## config.mk

```make
export PLATFORM = sky130hd
export DESIGN_NAME = fir_coef_ctrl
export DESIGN_NICKNAME = d
export VERILOG_FILES = /design/src/rtl/fir_coef_ctrl.sv
export SDC_FILE = /design/constraint.sdc
export NUM_CORES = 1
export LEC_CHECK = 0
export BUFFER_PORTS_ARGS = -buffer_cell sky130_fd_sc_hd__buf_4
export CAP_MARGIN = 15
export CORE_MARGIN = 5
export CORE_UTILIZATION = 47
export CTS_CLUSTER_DIAMETER = 60
export DETAILED_ROUTE_END_ITERATION = 10
export PLACE_DENSITY_LB_ADDON = 0.3
export SYNTH_ARGS = -nofsm -noshare
export SYNTH_HDL_FRONTEND = slang
export SYNTH_SLANG_ARGS = --single-unit
```

## constraint.sdc

```tcl
create_clock -name clk_i_sig -period 1.5 [get_ports clk_i_sig]
set_input_delay 0.225 -clock clk_i_sig [delete_from_list [all_inputs] [get_ports clk_i_sig]]
set_output_delay 0.225 -clock clk_i_sig [all_outputs]
set_load 0.005 [all_outputs]
```

## src/rtl/fir_coef_ctrl.sv

```systemverilog
// Coefficient load controller: streams ORD+1 beats into the FIR coefficient RAM and gates the filter.
// Optional FIR_COEF_SCRUB_EN keeps a shadow copy and periodically rewrites it into the RAM.
module fir_coef_ctrl #(
  parameter int unsigned ORD          = 10,
  parameter int unsigned DATA_W       = 24,
  parameter int unsigned COEF_ADDR_W  = 4,
  parameter int unsigned SCRUB_PERIOD = 1024
) (
  input  logic                   clk_i_sig,
  input  logic                   rst_i_sig,
  input  logic                   cfg_start_i,
  input  logic [DATA_W-1:0]      cfg_coef_i,
  input  logic                   cfg_valid_i,
  output logic                   cfg_ready_o,
  output logic [COEF_ADDR_W-1:0] coef_addr_o,
  output logic [DATA_W-1:0]      coef_o,
  output logic                   we_o,
  output logic                   fir_en_o,
  output logic                   busy_o,
  output logic                   done_o,
  output logic                   err_o
);

  localparam logic [COEF_ADDR_W-1:0] LastIdx = COEF_ADDR_W'(ORD);

  if (ORD + 1 > 2 ** COEF_ADDR_W) begin : gen_addr_chk
    $error("fir_coef_ctrl: ORD+1 coefficients do not fit in COEF_ADDR_W address bits");
  end
  if (SCRUB_PERIOD < 1) begin : gen_period_chk
    $error("fir_coef_ctrl: SCRUB_PERIOD must be at least 1");
  end

  typedef enum logic [1:0] {StIdle, StLoad, StScrub} state_e;

  state_e                 state_q, state_d;
  logic [COEF_ADDR_W-1:0] idx_q, idx_d;
  logic [COEF_ADDR_W-1:0] addr_q, addr_d;
  logic [DATA_W-1:0]      coef_q, coef_d;
  logic                   we_q, we_d;
  logic                   done_q, done_d;
  logic                   err_q, err_d;
  logic                   fir_en_q, fir_en_d;
  logic                   ready_q, ready_d;
  logic                   busy_q, busy_d;

`ifdef FIR_COEF_SCRUB_EN
  localparam int unsigned     CntW    = (SCRUB_PERIOD > 1) ? $clog2(SCRUB_PERIOD) : 1;
  localparam logic [CntW-1:0] CntLast = CntW'(SCRUB_PERIOD - 1);

  logic [DATA_W-1:0] shadow_q [ORD+1];
  logic [CntW-1:0]   cnt_q, cnt_d;
  logic              shadow_vld_q, shadow_vld_d;
  logic              shadow_we;
`endif

  always_comb begin
    state_d  = state_q;
    idx_d    = idx_q;
    addr_d   = addr_q;
    coef_d   = coef_q;
    we_d     = 1'b0;
    done_d   = 1'b0;
    err_d    = err_q;
    fir_en_d = fir_en_q;
`ifdef FIR_COEF_SCRUB_EN
    cnt_d        = cnt_q;
    shadow_vld_d = shadow_vld_q;
    shadow_we    = 1'b0;
`endif
    // Filter re-enables one cycle after the final write has landed.
    if (done_q) fir_en_d = 1'b1;
    if (cfg_valid_i && (state_q != StLoad)) err_d = 1'b1;

    unique case (state_q)
      StIdle: begin
        if (cfg_start_i) begin
          state_d  = StLoad;
          idx_d    = '0;
          fir_en_d = 1'b0;
`ifdef FIR_COEF_SCRUB_EN
          cnt_d    = '0;
`endif
        end
`ifdef FIR_COEF_SCRUB_EN
        else if (shadow_vld_q) begin
          if (cnt_q == CntLast) begin
            state_d = StScrub;
            idx_d   = '0;
            cnt_d   = '0;
          end else begin
            cnt_d = cnt_q + CntW'(1);
          end
        end
`endif
      end
      StLoad: begin
        if (cfg_start_i) err_d = 1'b1;
        if (cfg_valid_i) begin
          we_d   = 1'b1;
          addr_d = idx_q;
          coef_d = cfg_coef_i;
`ifdef FIR_COEF_SCRUB_EN
          shadow_we = 1'b1;
`endif
          if (idx_q == LastIdx) begin
            state_d = StIdle;
            idx_d   = '0;
            done_d  = 1'b1;
`ifdef FIR_COEF_SCRUB_EN
            cnt_d        = '0;
            shadow_vld_d = 1'b1;
`endif
          end else begin
            idx_d = idx_q + COEF_ADDR_W'(1);
          end
        end
      end
`ifdef FIR_COEF_SCRUB_EN
      StScrub: begin
        // A new load request abandons the scrub; the write for this cycle is dropped.
        if (cfg_start_i) begin
          state_d  = StLoad;
          idx_d    = '0;
          fir_en_d = 1'b0;
          cnt_d    = '0;
        end else begin
          we_d   = 1'b1;
          addr_d = idx_q;
          coef_d = shadow_q[idx_q];
          if (idx_q == LastIdx) begin
            state_d = StIdle;
            idx_d   = '0;
            cnt_d   = '0;
          end else begin
            idx_d = idx_q + COEF_ADDR_W'(1);
          end
        end
      end
`endif
      default: state_d = StIdle;
    endcase

    ready_d = (state_d == StLoad);
    busy_d  = (state_d != StIdle);
  end

  always_ff @(posedge clk_i_sig) begin
    if (rst_i_sig) begin
      state_q  <= StIdle;
      idx_q    <= '0;
      addr_q   <= '0;
      coef_q   <= '0;
      we_q     <= 1'b0;
      done_q   <= 1'b0;
      err_q    <= 1'b0;
      fir_en_q <= 1'b0;
      ready_q  <= 1'b0;
      busy_q   <= 1'b0;
`ifdef FIR_COEF_SCRUB_EN
      cnt_q        <= '0;
      shadow_vld_q <= 1'b0;
`endif
    end else begin
      state_q  <= state_d;
      idx_q    <= idx_d;
      addr_q   <= addr_d;
      coef_q   <= coef_d;
      we_q     <= we_d;
      done_q   <= done_d;
      err_q    <= err_d;
      fir_en_q <= fir_en_d;
      ready_q  <= ready_d;
      busy_q   <= busy_d;
`ifdef FIR_COEF_SCRUB_EN
      cnt_q        <= cnt_d;
      shadow_vld_q <= shadow_vld_d;
`endif
    end
  end

`ifdef FIR_COEF_SCRUB_EN
  always_ff @(posedge clk_i_sig) begin
    if (shadow_we) shadow_q[idx_q] <= cfg_coef_i;
  end
`endif

  assign cfg_ready_o = ready_q;
  assign coef_addr_o = addr_q;
  assign coef_o      = coef_q;
  assign we_o        = we_q;
  assign fir_en_o    = fir_en_q;
  assign busy_o      = busy_q;
  assign done_o      = done_q;
  assign err_o       = err_q;

endmodule

```

==> results of run 1 <==
==> worst max path at each step <==
stage | cells past startpoint | endpoint | from
2_1_floorplan | 5 | idx_q[0] | idx_q[0]
3_3_place_gp | 5 | idx_q[1] | idx_q[0]
3_5_place_dp | 5 | idx_q[1] | idx_q[0]
4_1_cts | 5 | idx_q[1] | idx_q[0]
5_1_grt | 5 | idx_q[0] | idx_q[0]
6_report | 5 | idx_q[1] | idx_q[0]
==> worst reg2reg max path: stages (launching register included) <==
cell and delay [ps]:
dfxtp_2 390, inv_1 50, ha_1 190, nand3b_1 140, nand4b_1 210, o31ai_1 240
==> synthesized netlist by cell type, types with 3 or more instances <==
cell | number | area share, %
nand2_2 | 10 | 3.9
a21oi_1 | 14 | 4.4
buf_2 | 6 | 1.9
a21oi_2 | 18 | 9.8
nand2_1 | 47 | 11
dfxtp_1 | 40 | 50
nor2b_1 | 3 | 1.2
inv_1 | 4 | 0.94
o21ai_0 | 3 | 0.94
nor2_1 | 3 | 0.70
==> timing repair <==
action,4_1_cts,5_1_grt
gates resized for setup,0,1
endpoints found under the hold margin,0,0
setup endpoints to repair,0,2
==> state kept, by name, summed over array words and instances (netlist names) <==
signal       cells
we_o             1
busy_o           1
idx_q            4
fir_en_o         1
coef_addr_o      4
cfg_ready_o      1
err_o            1
state_q          2
coef_o          24
done_o           1
==> report_power, final <==
part	switching [mW]	total, mW	internal (mW)
combinational	0.0780	0.169	0.0913
clock	0.350	0.697	0.348
sequential	0.0156	1.10	1.08
total	0.443	1.97	1.52
==> metal layers <==
layer	global-route usage (%)	vias to the layer above	share of wire [%]
li1	-	707	-
met1	19.80	635	42
met2	26.58	47	48
met3	4.926	7	8.6
met4	5.955	0	1.2
met5	0	-	0
==> cell families after synthesis <==
group / Yosys count / synth area share, %
compound gates: 41 / 18.02
fa+ha+maj: 2 / 1.560
buf+inv: 16 / 6.864
flops: 40 / 49.92
mux: 2 / 1.248
other cells: 1 / 0.2338
simple gates: 76 / 22.15
==> layout make-up <==
cell class	count	area [um^2]	area share (%)
Inverter	4	15.01	0.7005
Timing Repair Buffer	66	495.5	23.12
Clock buffer	5	37.54	1.751
Tap cell	46	57.56	2.685
Sequential cell	40	802.0	37.42
Multi-Input combinational cell	122	693.2	32.34
Clock inverter	3	42.54	1.985
==> metrics by stage <==
stage / hold slack (ps) / utilization [%] / cells
floorplan: 351.9 / - / 178
global placement: 438.8 / 62.28 / 278
detailed placement: 438.4 / 62.28 / 278
CTS: 91.56 / 64.70 / 286
global route: 88.72 / 64.74 / 286
finish: 96.48 / 64.74 / 286
==> results.sh, run 1 <==
export IMPL_crit_chain="inv_1, ha_1, nand3b_1, nand4b_1, o31ai_1"
export IMPL_cp_num_buf_inv=1
export IMPL_grt_max_degree=35
export IMPL_antenna_found_initial=0
export IMPL_grt_total_usage_pct=16.19
export IMPL_clockBufferDepth=2
export IMPL_yosys_warnings=0
export IMPL_placed_area_mm2=0.002062
export IMPL_async_flop_share_pct=0
export IMPL_reg2reg_from="idx_q[0]"
export IMPL_h_tree_depth=2
export IMPL_place_hpwl_mm=2.487
export IMPL_start_util_pct=48.45
export IMPL_syn_instance_count=178
export IMPL_grt_pass1_vias=1295
export IMPL_drive_above_1_share_pct=42.92
export IMPL_fin_ws_ps=195.6
export IMPL_hold_viol=0
export IMPL_synth_edf_count=0
export IMPL_maxSlewViolCount=0
export IMPL_crit_path_max_fanout=6
export IMPL_root_buffer="clkbuf_4"
export IMPL_drv_cap=0
export IMPL_required_ps=1760
export IMPL_cts_hold_buf=0
export IMPL_worstSkewPairLatency_ps=350
export IMPL_critPathArrivalTime_ps=1560
export IMPL_hold_end="coef_o[21]"
export IMPL_die_height_um=68.42
export IMPL_die_x_um=68.42
export IMPL_syn2layout_area_growth_pct=33.62
export IMPL_rows=21
export IMPL_fin_tns_setup_ps=0
export IMPL_ir_worst_vdd_mv=0.5897
export IMPL_finalInstanceArea_mm2=0.002143
export IMPL_grt_first_pass_wirelength_mm=5.699
export IMPL_finalPower_mw=1.965
export IMPL_yosys_register_bits=40
export IMPL_cts_setup_buffers=0
export IMPL_critical_path_class="reg -> reg"
export IMPL_fin_nets=269
export IMPL_crit_family="flip-flops"
export IMPL_core_area_mm2=0.003311
export IMPL_diodes=0
export IMPL_yosysUniqueCellTypes=31
export IMPL_max_stage_delay_ps=390
export IMPL_clkSinkCount=40
export IMPL_hold_start="cfg_coef_i[21]"
export IMPL_crit_path_start_kind="flip-flop"
export IMPL_synth_nets=208
export IMPL_r2r_setup_slack_ps=200
export IMPL_cts_inserted_buffers=5
export IMPL_layout_common_cells="66 x buf_4, 47 x nand2_1, 39 x dfxtp_1, 18 x a21oi_2, 14 x a21oi_1"
export IMPL_cp_end_kind="flip-flop"
export IMPL_leakage_nw=0.8564
export IMPL_drtAntennaViolNets=0
export IMPL_r2r_cells=5
export IMPL_finalSetupViolations=0
export IMPL_skew_ps=15.75
export IMPL_io_buffers=61
export IMPL_synth_area_mm2=0.001604
export IMPL_synthFlopType="dfxtp_1"
export IMPL_cts_tree="done"
export IMPL_drt_total_wl_mm=3.554
export IMPL_die_area_mm2=0.004681
export IMPL_fillers=326
export IMPL_globalRouteOverflowTotal=0
export IMPL_min_path_cells=3
export IMPL_crit_path_top_delay_cell="dfxtp_2"
export IMPL_via_count=1396
export IMPL_avgSynthCellArea_um2=9.011
export IMPL_r2r_end="idx_q[1]"
export IMPL_final_common_cell="buf_4"
export IMPL_ys_seq_area_share_pct=49.92
export IMPL_path_clk_slew_ps=130
export IMPL_io_pin_count=62
export IMPL_first_pass_iters=4
export IMPL_drt_iter0_markers=92
export IMPL_rsz0062_at_grt="no"
export IMPL_pre_cts_ws_ps=152.7
export IMPL_post_route_period_util_pct=86.96
export IMPL_hold_path_class="in -> reg"
export IMPL_wl_per_cell_um=12.43
export IMPL_place_congestion=0.8246
export IMPL_power_density_mw_per_mm2=917.0
export IMPL_drc_errors=0
export IMPL_status="finished, final reports clean"
export IMPL_avgViaCountPerCell=4.881
export IMPL_final_min_clock_period_ps=1304
export IMPL_fmax_mhz=766.6
Note: power is estimated with default switching activity, not from simulation.
==> run 2: changes to the inputs <==
Settings changed: CORE_UTILIZATION 47 to 51, TNS_END_PERCENT from default to 50.
Clock period 1.5 ns to 1.6 ns, I/O delays scaled along.
==> run 2 against run 1 <==
Sequential share of layout area increased by 0.18 points. Global-route usage increased by 0.23 points. Register-to-register slack gained 20 ps. Wire length is 7.7% lower. Clock skew decreased by 8.7 ps. Clock power fell by 20%. Hold slack improved by 25 ps. Count of clock-buffer cells in the layout rose by 2. Utilization grew 5.6 points. Highest routed layer unchanged.
==> results.sh, run 2 (synthesis gave the netlist of run 1 again) <==
export IMPL_min_path_cells=3
export IMPL_avgViaCountPerCell=4.755
export IMPL_globalRouteOverflowTotal=0
export IMPL_maxSlewHeadroom_pct=64.80
export IMPL_critical_path_class="reg -> reg"
export IMPL_fin_nets=268
export IMPL_final_common_cell="buf_4"
export IMPL_wl_per_cell_um=11.63
export IMPL_rsz0062_at_grt="no"
export IMPL_place_congestion=0.7966
export IMPL_worstSkewPairLatency_ps=350
export IMPL_drt_iter0_markers=56
export IMPL_r2r_setup_slack_ps=210
export IMPL_cts_inserted_buffers=5
export IMPL_syn2layout_area_growth_pct=32.76
export IMPL_cts_tree="done"
export IMPL_required_ps=1870
export IMPL_r2r_cells=5
export IMPL_finalSetupViolations=0
export IMPL_hold_end="coef_o[19]"
export IMPL_rows=20
export IMPL_power_density_mw_per_mm2=818.3
export IMPL_hold_viol=0
export IMPL_fin_util_pct=70.33
export IMPL_drt_total_wl_mm=3.281
export IMPL_largest_reg_flops=24
export IMPL_place_hpwl_mm=2.352
export IMPL_via_count=1341
export IMPL_first_pass_iters=4
export IMPL_clockBufferDepth=2
export IMPL_finalInstanceArea_mm2=0.002130
export IMPL_drtAntennaViolNets=0
export IMPL_grt_max_degree=44
export IMPL_grt_first_pass_wirelength_mm=5.540
export IMPL_cp_end_kind="flip-flop"
export IMPL_grt_pass1_vias=1240
export IMPL_cts_resized=0
export IMPL_cts_hold_buf=0
export IMPL_fmax_mhz=719.7
export IMPL_start_util_pct=52.98
export IMPL_drc_errors=0
export IMPL_clkSinkCount=40
export IMPL_io_buffers=61
export IMPL_core_area_mm2=0.003028
export IMPL_pre_cts_ws_ps=223.0
export IMPL_root_buffer="clkbuf_4"
export IMPL_final_min_clock_period_ps=1389
export IMPL_post_route_period_util_pct=86.84
export IMPL_fin_ws_ps=210.6
export IMPL_leakage_nw=0.8501
export IMPL_hold_path_class="in -> reg"
export IMPL_cp_startpoint="idx_q[0]"
export IMPL_die_area_mm2=0.004367
export IMPL_reg2reg_from="idx_q[0]"
export IMPL_worst_slew_pin_slew_ps=528.1
export IMPL_ir_worst_vdd_mv=0.4970
export IMPL_fin_tns_setup_ps=0
export IMPL_path_clk_slew_ps=110
export IMPL_die_x_um=66.08
export IMPL_critPathArrivalTime_ps=1660
export IMPL_h_tree_depth=2
export IMPL_io_pin_count=62
export IMPL_skew_ps=7.028
export IMPL_maxSlewViolCount=0
export IMPL_crit_path_max_fanout=6
export IMPL_crit_path_start_kind="flip-flop"
export IMPL_hold_start="cfg_coef_i[19]"
export IMPL_drv_cap=0
export IMPL_diodes=0
export IMPL_status="finished, final reports clean"
export IMPL_placed_area_mm2=0.002064
export IMPL_layout_common_cells="64 x buf_4, 47 x nand2_1, 40 x dfxtp_1, 18 x a21oi_2, 14 x a21oi_1"
export IMPL_cts_setup_buffers=0
export IMPL_r2r_end="idx_q[0]"
export IMPL_fin_hold_ws_ps=121.5
export IMPL_grt_total_usage_pct=16.42
export IMPL_antenna_found_initial=0
export IMPL_drive_above_1_share_pct=42.02
export IMPL_die_height_um=66.08
## run 2: metal layers
metal,wire [um],track usage (%)
met5,0,0
met2,1457,26.02
met3,262,5.952
met1,1530,20.59
met4,31,5.330
## run 2: final cells by class
class                           instances  area [um^2]
Multi-Input combinational cell        122        693.2
Tap cell                               44        55.05
Timing Repair Buffer                   65        500.5
Sequential cell                        40        800.8
Inverter                                4        15.01
Clock buffer                            7        65.06
Fill cell                             260        898.4
## run 2: how the worst max path moves through the flow
stage	endpoint	slack (ps)
floorplan	idx_q[0]	420
global placement	idx_q[0]	290
detailed placement	idx_q[0]	220
CTS	idx_q[0]	190
global route	idx_q[0]	40
finish	idx_q[0]	210
## run 2: worst max-delay path: stages (launching register included)
cell	delay, ps
dfxtp_1	430
inv_1	70
ha_1	190
nand3b_1	150
nand4b_1	210
o31ai_1	250
## run 2: stage by stage
step	cells	power, mW
final	282	1.743
after global routing	282	1.830
after CTS	282	1.765
after detailed placement	275	1.209
after global placement	275	1.208
after floorplan	178	1.124
## run 2: where the power goes
part | internal, mW | total (mW) | switching [mW] | leakage [nW]
clock network | 0.249 | 0.557 | 0.308 | 0.0374
logic | 0.0855 | 0.156 | 0.0708 | 0.489
registers | 1.02 | 1.03 | 0.0140 | 0.324
